## src/rtl/pll_clk_monitor.sv

```systemverilog
//-----------------------------------------------------------------------------
// pll_clk_monitor
//
// Purpose
//   Lock and frequency checker placed directly downstream of the PLL2
//   instance. It filters the PLL lock indication and counts rising edges of
//   one PLL output clock over fixed windows of the monitor clock. Each
//   completed window is range-checked against [EXP_MIN, EXP_MAX]. Frequency
//   violations and losses of lock are accumulated in a saturating error
//   counter. The block is used by the PLL bench and for board bring-up.
//
// Ports
//   clk_tb      in   1      monitor clock; must run faster than 2x clk_meas
//   rst_n       in   1      asynchronous, active-low reset
//   pll_lock    in   1      PLL lock, asynchronous to clk_tb
//   clk_meas    in   1      PLL output clock under test, asynchronous
//   meas_en     in   1      enables measurement and error accumulation
//   lock_ok     out  1      filtered lock
//   lock_lost   out  1      one-cycle pulse after lock_ok falls
//   meas_cnt    out  CNT_W  edge count of the last completed window
//   meas_valid  out  1      one-cycle pulse when meas_cnt/freq_err update
//   freq_err    out  1      last completed window was out of range
//   err_cnt     out  ERR_W  saturating error event count
//   state       out  2      FSM state: 0 IDLE, 1 WAIT_LOCK, 2 MEASURE
//
// Result interface
//   meas_valid is a pure valid strobe with no ready. It is high for exactly
//   one clk_tb cycle. In that cycle meas_cnt and freq_err carry the new
//   window result, and err_cnt already includes that window's error. The
//   consumer must sample the result in that cycle. meas_cnt and freq_err
//   then hold until the next completed window or until reset.
//-----------------------------------------------------------------------------
module pll_clk_monitor #(
  parameter int WIN_CYCLES = 1000,
  parameter int CNT_W      = 16,
  parameter int EXP_MIN    = 15,
  parameter int EXP_MAX    = 17,
  parameter int LOCK_FILT  = 4,
  parameter int ERR_W      = 3
) (
  input  logic             clk_tb,
  input  logic             rst_n,
  input  logic             pll_lock,
  input  logic             clk_meas,
  input  logic             meas_en,
  output logic             lock_ok,
  output logic             lock_lost,
  output logic [CNT_W-1:0] meas_cnt,
  output logic             meas_valid,
  output logic             freq_err,
  output logic [ERR_W-1:0] err_cnt,
  output logic [1:0]       state
);

  localparam int WIN_W  = (WIN_CYCLES > 1) ? $clog2(WIN_CYCLES) : 1;
  localparam int FILT_W = $clog2(LOCK_FILT + 1);

  localparam logic [WIN_W-1:0]  WIN_LAST  = WIN_W'(WIN_CYCLES - 1);
  localparam logic [FILT_W-1:0] FILT_MAX  = FILT_W'(LOCK_FILT);
  localparam logic [FILT_W-1:0] FILT_PRE  = FILT_W'(LOCK_FILT - 1);
  localparam logic [CNT_W-1:0]  CNT_MAX   = '1;
  localparam logic [CNT_W-1:0]  EXP_MIN_C = CNT_W'(EXP_MIN);
  localparam logic [CNT_W-1:0]  EXP_MAX_C = CNT_W'(EXP_MAX);
  localparam logic [ERR_W-1:0]  ERR_MAX   = '1;

  typedef enum logic [1:0] {
    S_IDLE      = 2'd0,
    S_WAIT_LOCK = 2'd1,
    S_MEASURE   = 2'd2
  } state_t;

  // ---------------------------------------------------------------------------
  // Registers
  // ---------------------------------------------------------------------------
  // Lock synchronizer, filter and loss detection.
  logic              r_lock_s1;
  logic              r_lock_s2;
  logic [FILT_W-1:0] r_filt_cnt;
  logic              r_lock_ok;
  logic              r_lock_ok_d;
  logic              r_lock_lost;

  // clk_meas synchronizer and edge detector.
  logic              r_meas_s1;
  logic              r_meas_s2;
  logic              r_meas_s3;

  // Measurement FSM and window datapath.
  state_t            r_state;
  logic [WIN_W-1:0]  r_win_cnt;
  logic [CNT_W-1:0]  r_edge_cnt;
  logic [CNT_W-1:0]  r_meas_cnt;
  logic              r_meas_valid;
  logic              r_freq_err;

  // Error accumulation.
  logic [ERR_W-1:0]  r_err_cnt;

  // ---------------------------------------------------------------------------
  // Wires
  // ---------------------------------------------------------------------------
  logic              w_lock_s;
  logic              w_edge;
  logic [CNT_W:0]    w_sum_ext;
  logic [CNT_W-1:0]  w_sum_sat;
  logic              w_out_of_range;
  logic              w_run;
  logic              w_win_done;
  logic              w_err_evt;

  // ---------------------------------------------------------------------------
  // pll_lock synchronizer and assert filter
  // ---------------------------------------------------------------------------
  // The filter only delays the rising edge. Any low on the synchronized lock
  // drops lock_ok on the next edge. lock_ok is loaded on the same edge that
  // moves the counter from LOCK_FILT-1 to LOCK_FILT. As a result it asserts
  // exactly LOCK_FILT cycles after lock_s rises. The filter runs regardless
  // of FSM state, so lock_ok is always meaningful.
  assign w_lock_s = r_lock_s2;

  always_ff @(posedge clk_tb or negedge rst_n) begin
    if (!rst_n) begin
      r_lock_s1   <= 1'b0;
      r_lock_s2   <= 1'b0;
      r_filt_cnt  <= '0;
      r_lock_ok   <= 1'b0;
      r_lock_ok_d <= 1'b0;
      r_lock_lost <= 1'b0;
    end else begin
      r_lock_s1 <= pll_lock;
      r_lock_s2 <= r_lock_s1;

      if (!w_lock_s) begin
        r_filt_cnt <= '0;
        r_lock_ok  <= 1'b0;
      end else begin
        if (r_filt_cnt != FILT_MAX) begin
          r_filt_cnt <= r_filt_cnt + FILT_W'(1);
        end
        r_lock_ok <= (r_filt_cnt >= FILT_PRE);
      end

      // The loss pulse is raised one cycle after lock_ok has fallen. A bounce
      // that never raised lock_ok therefore never produces a pulse.
      r_lock_ok_d <= r_lock_ok;
      r_lock_lost <= r_lock_ok_d & ~r_lock_ok;
    end
  end

  // ---------------------------------------------------------------------------
  // clk_meas edge detection
  // ---------------------------------------------------------------------------
  // s1/s2 form the synchronizer, and s3 is the history bit for rising-edge
  // detection. The phase between the two clocks is unknown, so a window may
  // count one edge more or one edge fewer than the ideal ratio.
  always_ff @(posedge clk_tb or negedge rst_n) begin
    if (!rst_n) begin
      r_meas_s1 <= 1'b0;
      r_meas_s2 <= 1'b0;
      r_meas_s3 <= 1'b0;
    end else begin
      r_meas_s1 <= clk_meas;
      r_meas_s2 <= r_meas_s1;
      r_meas_s3 <= r_meas_s2;
    end
  end

  assign w_edge = r_meas_s2 & ~r_meas_s3;

  // ---------------------------------------------------------------------------
  // Window arithmetic
  // ---------------------------------------------------------------------------
  // The running count including this cycle's edge. It saturates instead of
  // wrapping, so a runaway clock still reads as out of range.
  assign w_sum_ext      = {1'b0, r_edge_cnt} + {{CNT_W{1'b0}}, w_edge};
  assign w_sum_sat      = w_sum_ext[CNT_W] ? CNT_MAX : w_sum_ext[CNT_W-1:0];
  assign w_out_of_range = (w_sum_sat < EXP_MIN_C) | (w_sum_sat > EXP_MAX_C);

  // The window only advances in MEASURE, and only while neither abort
  // condition is present.
  assign w_run      = (r_state == S_MEASURE) & meas_en & r_lock_ok;
  assign w_win_done = w_run & (r_win_cnt == WIN_LAST);

  // ---------------------------------------------------------------------------
  // Measurement FSM
  // ---------------------------------------------------------------------------
  // IDLE      : wait for meas_en.
  // WAIT_LOCK : wait for the filtered lock, then open a fresh window.
  // MEASURE   : count edges. Disabling wins over losing lock. Either abort
  //             discards the partial window, and the last result is kept.
  // Windows run back to back. The cycle after the final window cycle is
  // already cycle 0 of the next window, and an edge in that cycle counts
  // toward the next window.
  always_ff @(posedge clk_tb or negedge rst_n) begin
    if (!rst_n) begin
      r_state      <= S_IDLE;
      r_win_cnt    <= '0;
      r_edge_cnt   <= '0;
      r_meas_cnt   <= '0;
      r_meas_valid <= 1'b0;
      r_freq_err   <= 1'b0;
    end else begin
      r_meas_valid <= 1'b0;

      case (r_state)
        S_IDLE: begin
          if (meas_en) begin
            r_state <= S_WAIT_LOCK;
          end
        end

        S_WAIT_LOCK: begin
          if (!meas_en) begin
            r_state <= S_IDLE;
          end else if (r_lock_ok) begin
            r_state    <= S_MEASURE;
            r_win_cnt  <= '0;
            r_edge_cnt <= '0;
          end
        end

        S_MEASURE: begin
          if (!meas_en) begin
            r_state <= S_IDLE;
          end else if (!r_lock_ok) begin
            r_state <= S_WAIT_LOCK;
          end else if (w_win_done) begin
            r_meas_cnt   <= w_sum_sat;
            r_freq_err   <= w_out_of_range;
            r_meas_valid <= 1'b1;
            r_win_cnt    <= '0;
            r_edge_cnt   <= '0;
          end else begin
            r_win_cnt  <= r_win_cnt + WIN_W'(1);
            r_edge_cnt <= w_sum_sat;
          end
        end

        // The unused encoding falls back to IDLE.
        default: begin
          r_state <= S_IDLE;
        end
      endcase
    end
  end

  // ---------------------------------------------------------------------------
  // Error counter
  // ---------------------------------------------------------------------------
  // Two events count: a window closing out of range, and a lock loss while
  // enabled. If both occur in the same cycle, they count once. The counter
  // sticks at full scale until reset.
  assign w_err_evt = (w_win_done & w_out_of_range) | (r_lock_lost & meas_en);

  always_ff @(posedge clk_tb or negedge rst_n) begin
    if (!rst_n) begin
      r_err_cnt <= '0;
    end else if (w_err_evt && (r_err_cnt != ERR_MAX)) begin
      r_err_cnt <= r_err_cnt + ERR_W'(1);
    end
  end

  // ---------------------------------------------------------------------------
  // Outputs
  // ---------------------------------------------------------------------------
  assign lock_ok    = r_lock_ok;
  assign lock_lost  = r_lock_lost;
  assign meas_cnt   = r_meas_cnt;
  assign meas_valid = r_meas_valid;
  assign freq_err   = r_freq_err;
  assign err_cnt    = r_err_cnt;
  assign state      = r_state;

endmodule

```

## config.mk

```make
export PLATFORM = sky130hd
export DESIGN_NAME = pll_clk_monitor
export DESIGN_NICKNAME = d
export VERILOG_FILES = /design/src/rtl/pll_clk_monitor.sv
export SDC_FILE = /design/constraint.sdc
export NUM_CORES = 1
export LEC_CHECK = 0
export CORE_MARGIN = 2
export CORE_UTILIZATION = 55
export DETAILED_ROUTE_END_ITERATION = 10
export GPL_TIMING_DRIVEN = 0
export HOLD_SLACK_MARGIN = 0.1
export PLACE_DENSITY = 0.74
export SLEW_MARGIN = 15
export SYNTH_ARGS = -nofsm -noshare
export SYNTH_HDL_FRONTEND = slang
export SYNTH_SLANG_ARGS = --single-unit
export TNS_END_PERCENT = 5
```

## constraint.sdc

```tcl
create_clock -name clk_tb -period 7.3 [get_ports clk_tb]
set_clock_uncertainty 0.2 [all_clocks]
set_input_delay 1.46 -clock clk_tb [delete_from_list [all_inputs] [get_ports clk_tb]]
set_output_delay 1.46 -clock clk_tb [all_outputs]
set_load 0.02 [all_outputs]
```

After elaboration in Yosys (flattened, before gate mapping)
Index checks and enable logic that the tools add are counted.
W data, S select, Z words.
{ "word_totals": {"output_inout_bits": 25, "wordCells": 79, "register_bits": 60, "input_bits": 5} }
{ "op_classes": {"n_reduce_logical": 6, "muxes": 26, "order_cmp": 3, "addsub": 4, "n_bitwise": 11, "eq_ne": 13} }
{ "ops": {"columns": ["operator", "n"], "rows": [
  ["$mux W16", 6],
  ["$mux W10", 5],
  ["$pmux W16 S2", 1],
  ["$pmux W10 S2", 1],
  ["$add A16 B1 Y17", 1],
  ["$gt A16 B5 Y1 const B", 1],
  ["$lt A16 B4 Y1 const B", 1],
  ["$ne A3 B3 Y1 const B", 4],
  ["$add A10 B1 Y10 const B", 1],
  ["$eq A10 B10 Y1 const B", 1],
  ["$mux W2", 5],
  ["$ne A2 B2 Y1 const B", 5],
  ["$and A1 B1 Y1", 7],
  ["$add A3 B1 Y3 const B", 2],
  ["$mux W3", 2],
  ["$pmux W2 S3", 1],
  ["$mux W1", 5],
  ["$reduce_and A5 Y1", 1],
  ["$reduce_and A4 Y1", 1],
  ["$ge A3 B2 Y1 const B", 1],
  ["$reduce_and A3 Y1", 1],
  ["$eq A2 B1 Y1 const B", 1],
  ["$eq A2 B2 Y1 const B", 1],
  ["$logic_not A2 Y1", 1],
  ["other kinds (5)", 7]
]} }

Depth between registers and ports, before layout
{ "logic_depth": {"depth_word": 9, "depth_mapped": 11, "mapped_depth_nobuf": 10} }

Worst setup path before layout
No wires, ideal clock.
{ "synth_timing": {"path_type": "register -> register", "from": "register r_meas_s3", "to": "register r_err_cnt[1] (netlist: err_cnt[1])", "stages_incl_launch_ff": 12, "path_slack_ps": 4452, "setup_ps": 128, "required_ps": 6972, "synth_period_minus_slack_ps": 2848, "path_buffers": 1, "arrival_ps": 2520, "cell_sequence": "dfrtp_1 > nor2b_1 > ha_1 > ha_1 > clkbuf_1 > nand2_1 > nor4_1 > mux2i_1 > o211a_1 > nand4_1 > o21ai_2 > mux2_1"} }
{ "synth_between": {"elab_chain_len": 9, "elab_cells_between_ends": 10, "classes_between": "add/sub (1); order compare (2); mux (1); bitwise (5); reduce/logical (1)"} }
{ "synth_rtl": {"columns": ["element", "line_no", "source"], "rows": [
  ["start, declared", "86", "logic r_meas_s3;"],
  ["start signal, assigned", "164", "r_meas_s3 <= r_meas_s2;"],
  ["$not A1 Y1 (*)", "168", "assign w_edge = r_meas_s2 & ~r_meas_s3;"],
  ["$and A1 B1 Y1 (*)", "168", null],
  ["$add A16 B1 Y17 (*)", "175", "assign w_sum_ext = {1'b0, r_edge_cnt} + {{CNT_W{1'b0}}, w_edge};"],
  ["$mux W16 (*)", "176", "assign w_sum_sat = w_sum_ext[CNT_W] ? CNT_MAX : w_sum_ext[CNT_W-1:0];"],
  ["$lt A16 B4 Y1 or $gt A16 B5 Y1 (tied branches)", "177", "assign w_out_of_range = (w_sum_sat < EXP_MIN_C) | (w_sum_sat > EXP_MAX_C);"],
  ["$or A1 B1 Y1 (*)", "177", null],
  ["$and A1 B1 Y1 (*)", "253", "assign w_err_evt = (w_win_done & w_out_of_range) | (r_lock_lost & meas_en);"],
  ["$or A1 B1 Y1 (*)", "253", null],
  ["$logic_and A1 B1 Y1 (*)", "258", "end else if (w_err_evt && (r_err_cnt != ERR_MAX)) begin"],
  ["end signal, assigned", "259", "r_err_cnt <= r_err_cnt + ERR_W'(1);"],
  ["end, declared", "97", "logic [ERR_W-1:0] r_err_cnt;"]
]} }
Mark *: on every way between the ends. The rest lies on a longest branch, timed or not.
A chain may end at the register's enable or synchronous reset.

Final worst setup path
{ "layout_timing": {"from": "input port meas_en", "to": "register r_win_cnt[6]"} }
{ "layout_between": {"elab_chain_len": 7, "elab_cells_between_ends": 10, "classes_between": "eq/ne (2); mux (4); bitwise (3); reduce/logical (1)"} }
{ "layout_rtl": {"columns": ["element", "line_no", "source"], "rows": [
  ["start, declared", "45", "input logic meas_en,"],
  ["$and A1 B1 Y1 (2 in a row)", "181", "assign w_run = (r_state == S_MEASURE) & meas_en & r_lock_ok;"],
  ["$and A1 B1 Y1", "182", "assign w_win_done = w_run & (r_win_cnt == WIN_LAST);"],
  ["$mux W10", "227", "end else if (w_win_done) begin"],
  ["$mux W10", "225", "end else if (!r_lock_ok) begin"],
  ["$mux W10", "223", "if (!meas_en) begin"],
  ["$pmux W10 S2", "205", "case (r_state)"],
  ["end signal, assigned", "234", "r_win_cnt <= r_win_cnt + WIN_W'(1);"],
  ["end, declared", "90", "logic [WIN_W-1:0] r_win_cnt;"]
]} }
Several ways; a longest one is shown, not always the timed one. The select of a mux whose other input is x is not followed.

==> run_results.csv <==
group,metric,value,unit
outcome,status,"finished clean",
layout,drive_above_1_share,7.97,%
timing,slew_violations,0,
synthesis,syn_inst,319,
layout,stdcell_area,0.00360,mm^2
timing,timing.final.crit_period,3.36,ns
synthesis,synth_top_cells_by_area,"dfrtp_1, o21ai_0, nand2_1, nor2_1, ha_1",
route,drt_first_pass_iters,4,
synthesis,syn_nets,332,
place,port_buffers,29,
flow_run,maxCapViolCount,0,
die,fp-row-count,26,
clock_network,clock-sinks,60,
timing,setup_tns,0,ns
route,drt_iter0_drc,172,
route,vias_per_cell,5.65,
setup_path,critPathArrivalTime,3.36,ns
min_path,whs_endpoint,"r_lock_s2$_DFF_PN0_",
min_path,hold_depth,0,
layout,regArea,0.00150,mm^2
place,hpwl,4350,um
layout,nFillCells,400,
die,start_util,57.8,%
setup_path,reg2regPathDepth,11,
timing,relSlewSlack,44.3,%
route,drc,0,
synthesis,ys_async_sr_fraction,100,%
place,post_dp_cell_area,0.00337,mm^2
grt,grt_pass1_wl,10600,um
synthesis,synth-edff-count,0,
clock_network,postCtsHoldBufs,0,
layout,area_delta_synth_final,20.3,%
die,core_area,0.00517,mm^2
die,die_x,77.7,um
synthesis,avgSynthCellArea,9.37,um^2
timing,rsz0062_at_grt,"no",
power_and_ir_drop,p_total,0.000917,W
route,wl,6170,um
synthesis,syn_area,0.00299,mm^2
die,ios,30,
setup_path,required,7.30,ns
clock_network,cts.path.max_buffers,2,
route,postRouteAntennaNets,0,
die,die_area,0.00604,mm^2
layout,final_cells,434,
timing,max_freq,298,MHz
min_path,worstHoldPathType,"reg2reg",
layout,diodes,0,
layout,post-route-util,69.5,%
die,fp.dieH,77.7,um
min_path,min-delay-start,"r_lock_s1$_DFF_PN0_",
synthesis,netlist.area_leader.share,50.2,%
clock_network,cts_setup_buffers,0,
power_and_ir_drop,ir_worst_vdd,0.169,mV
clock_network,cts_tree,"built",
synthesis,yosysWarnings,0,
power_and_ir_drop,power.density,255,mW/mm^2
setup_path,crit_type,"in2reg",
setup_path,reg2reg_to,"err_cnt[2]$_DFFE_PN0P_",
setup_path,reg2reg_slack,4.00,ns
layout,finalNetCount,372,
clock_network,numCtsBuffers,9,
synthesis,ys_ff_latch,60,
timing,setup_violations,0,
grt,grt.total_usage,22.6,%
route,num_vias,2453,
route,wire_per_inst,14.2,um
synthesis,yosys.area.top_type,"dfrtp_1",
grt,antenna_found_initial,0,
timing,hold_viol,0,
timing,fin_crit_sh,46.0,%
place,routabilityCongestion,0.874,
place,dp_cells,418,
clock_network,clock_latency,0.34,ns
setup_path,startpoint_type,"input pin",
setup_path,end_kind,"flop",
grt,grt_max_degree,61,
grt,grt_pass1_vias,2264,
power_and_ir_drop,leakagePower,1.56,nW
setup_path,cp_max_fo,10,
grt,grt-ovfl-total,0,
clock_network,clk_pin_slew,0.06,ns
setup_path,timing.rr.start,"r_meas_s3$_DFF_PN0_",
clock_network,cts_root_buf,"clkbuf_8",
clock_network,h-tree-depth,3,
clock_network,cts_resized,0,
layout,multiInputGateArea,0.00139,mm^2
timing,worst_slew_pin_slew,0.829,ns
synthesis,synth_ff_type,"dfrtp_1",
synthesis,yosysSeqAreaShare,50.2,%
synthesis,synth_cell_type_count,44,
## synth_stat cells (all sizes together) (3+ instances only)
cell and n:
xor2 7, o21ai 39, nor2 28, nand4 8, clkbuf 11, inv 11
nand3 19, mux2i 4, xnor2 8, and3 3, dfrtp 60, ha 8
nor4 4, a21oi 14, buf 3, nand2b 3, nor3 12, nand2 42
nor2b 5
## how the worst max path moves through the flow
stage | endpoint | from | depth (start not counted) | slack (ns)
finish | r_win_cnt[6]$_DFFE_PN0P_ | meas_en | 7 | 3.94
detailed placement | r_win_cnt[6]$_DFFE_PN0P_ | meas_en | 7 | 3.60
CTS | r_win_cnt[6]$_DFFE_PN0P_ | meas_en | 7 | 3.95
global route | err_cnt[2]$_DFFE_PN0P_ | r_meas_s2$_DFF_PN0_ | 11 | 3.74
floorplan | err_cnt[1]$_DFFE_PN0P_ | r_meas_s3$_DFF_PN0_ | 11 | 4.45
global placement | r_edge_cnt[0]$_DFFE_PN0P_ | rst_n | 1 | 2.70
## per-stage QoR
stage,hold slack (ns),setup WS (ns)
CTS,0.158,3.95
global route,0.160,3.74
finish,0.152,3.94
detailed placement,0.138,3.60
global placement,0.134,2.70
floorplan,0.131,4.45
## kinds of logic after synthesis
logic type	Yosys count	synth area share [%]
XOR/XNOR	15	4.39
adder cells (fa/ha/maj)	8	3.35
multiplexers	6	2.09
flip-flops	60	50.2
AND/OR/NAND/NOR	132	22.1
buffers and inverters	25	3.35
AO/OA/AOI/OAI	73	14.5
## power breakdown
part / internal, W / total (W) / switching (W)
Combinational: 0.0000704 / 0.000158 / 0.0000878
Sequential: 0.000369 / 0.000406 / 0.0000372
Clock: 0.000226 / 0.000352 / 0.000127
## layout by cell type, fill, tap and decap left out, drive strengths merged, types with 4 or more instances in the layout
master,netlist,layout
nor2b,5,5
buf,3,4
clkdlybuf4s50,0,28
nor4,4,4
o21ai,39,39
xnor2,8,8
nor3,12,12
xor2,7,7
nand2,42,42
clkbuf,11,22
ha,8,8
nor2,28,28
inv,11,11
dfrtp,60,60
nand4,8,8
mux2i,4,4
a21oi,14,14
nand3,19,19
## flip-flops by register name, indices dropped and copies added, names as in the netlist, 2 cells and up
register and count:
err_cnt 3, meas_cnt 16, r_filt_cnt 3, state 2, r_edge_cnt 16, r_win_cnt 10
## final cells by class
| cell class | count | share of cell area [%] |
|---|---|---|
| Buffer | 14 | 1.63 |
| Sequential cell | 60 | 41.7 |
| Clock inverter | 5 | 2.78 |
| Tap cell | 70 | 2.43 |
| Multi-Input combinational cell | 234 | 38.6 |
| Timing Repair Buffer | 29 | 8.00 |
| Inverter | 11 | 1.15 |
| Clock buffer | 11 | 3.65 |
## critical path, stage by stage
cell             delay (ns)
clkdlybuf4s50_1        0.55
nand3_1                0.31
inv_1                  0.24
clkbuf_1               0.43
nand3_1                0.15
xor2_1                 0.16
nor2_1                 0.05
## routing by layer
metal | global-route usage [%] | wire (um)
met5 | 0 | 0
met4 | 10.9 | 131
met3 | 4.65 | 277
met2 | 33.5 | 2870
met1 | 31.6 | 2900
Power figures use the tool's default switching activity.
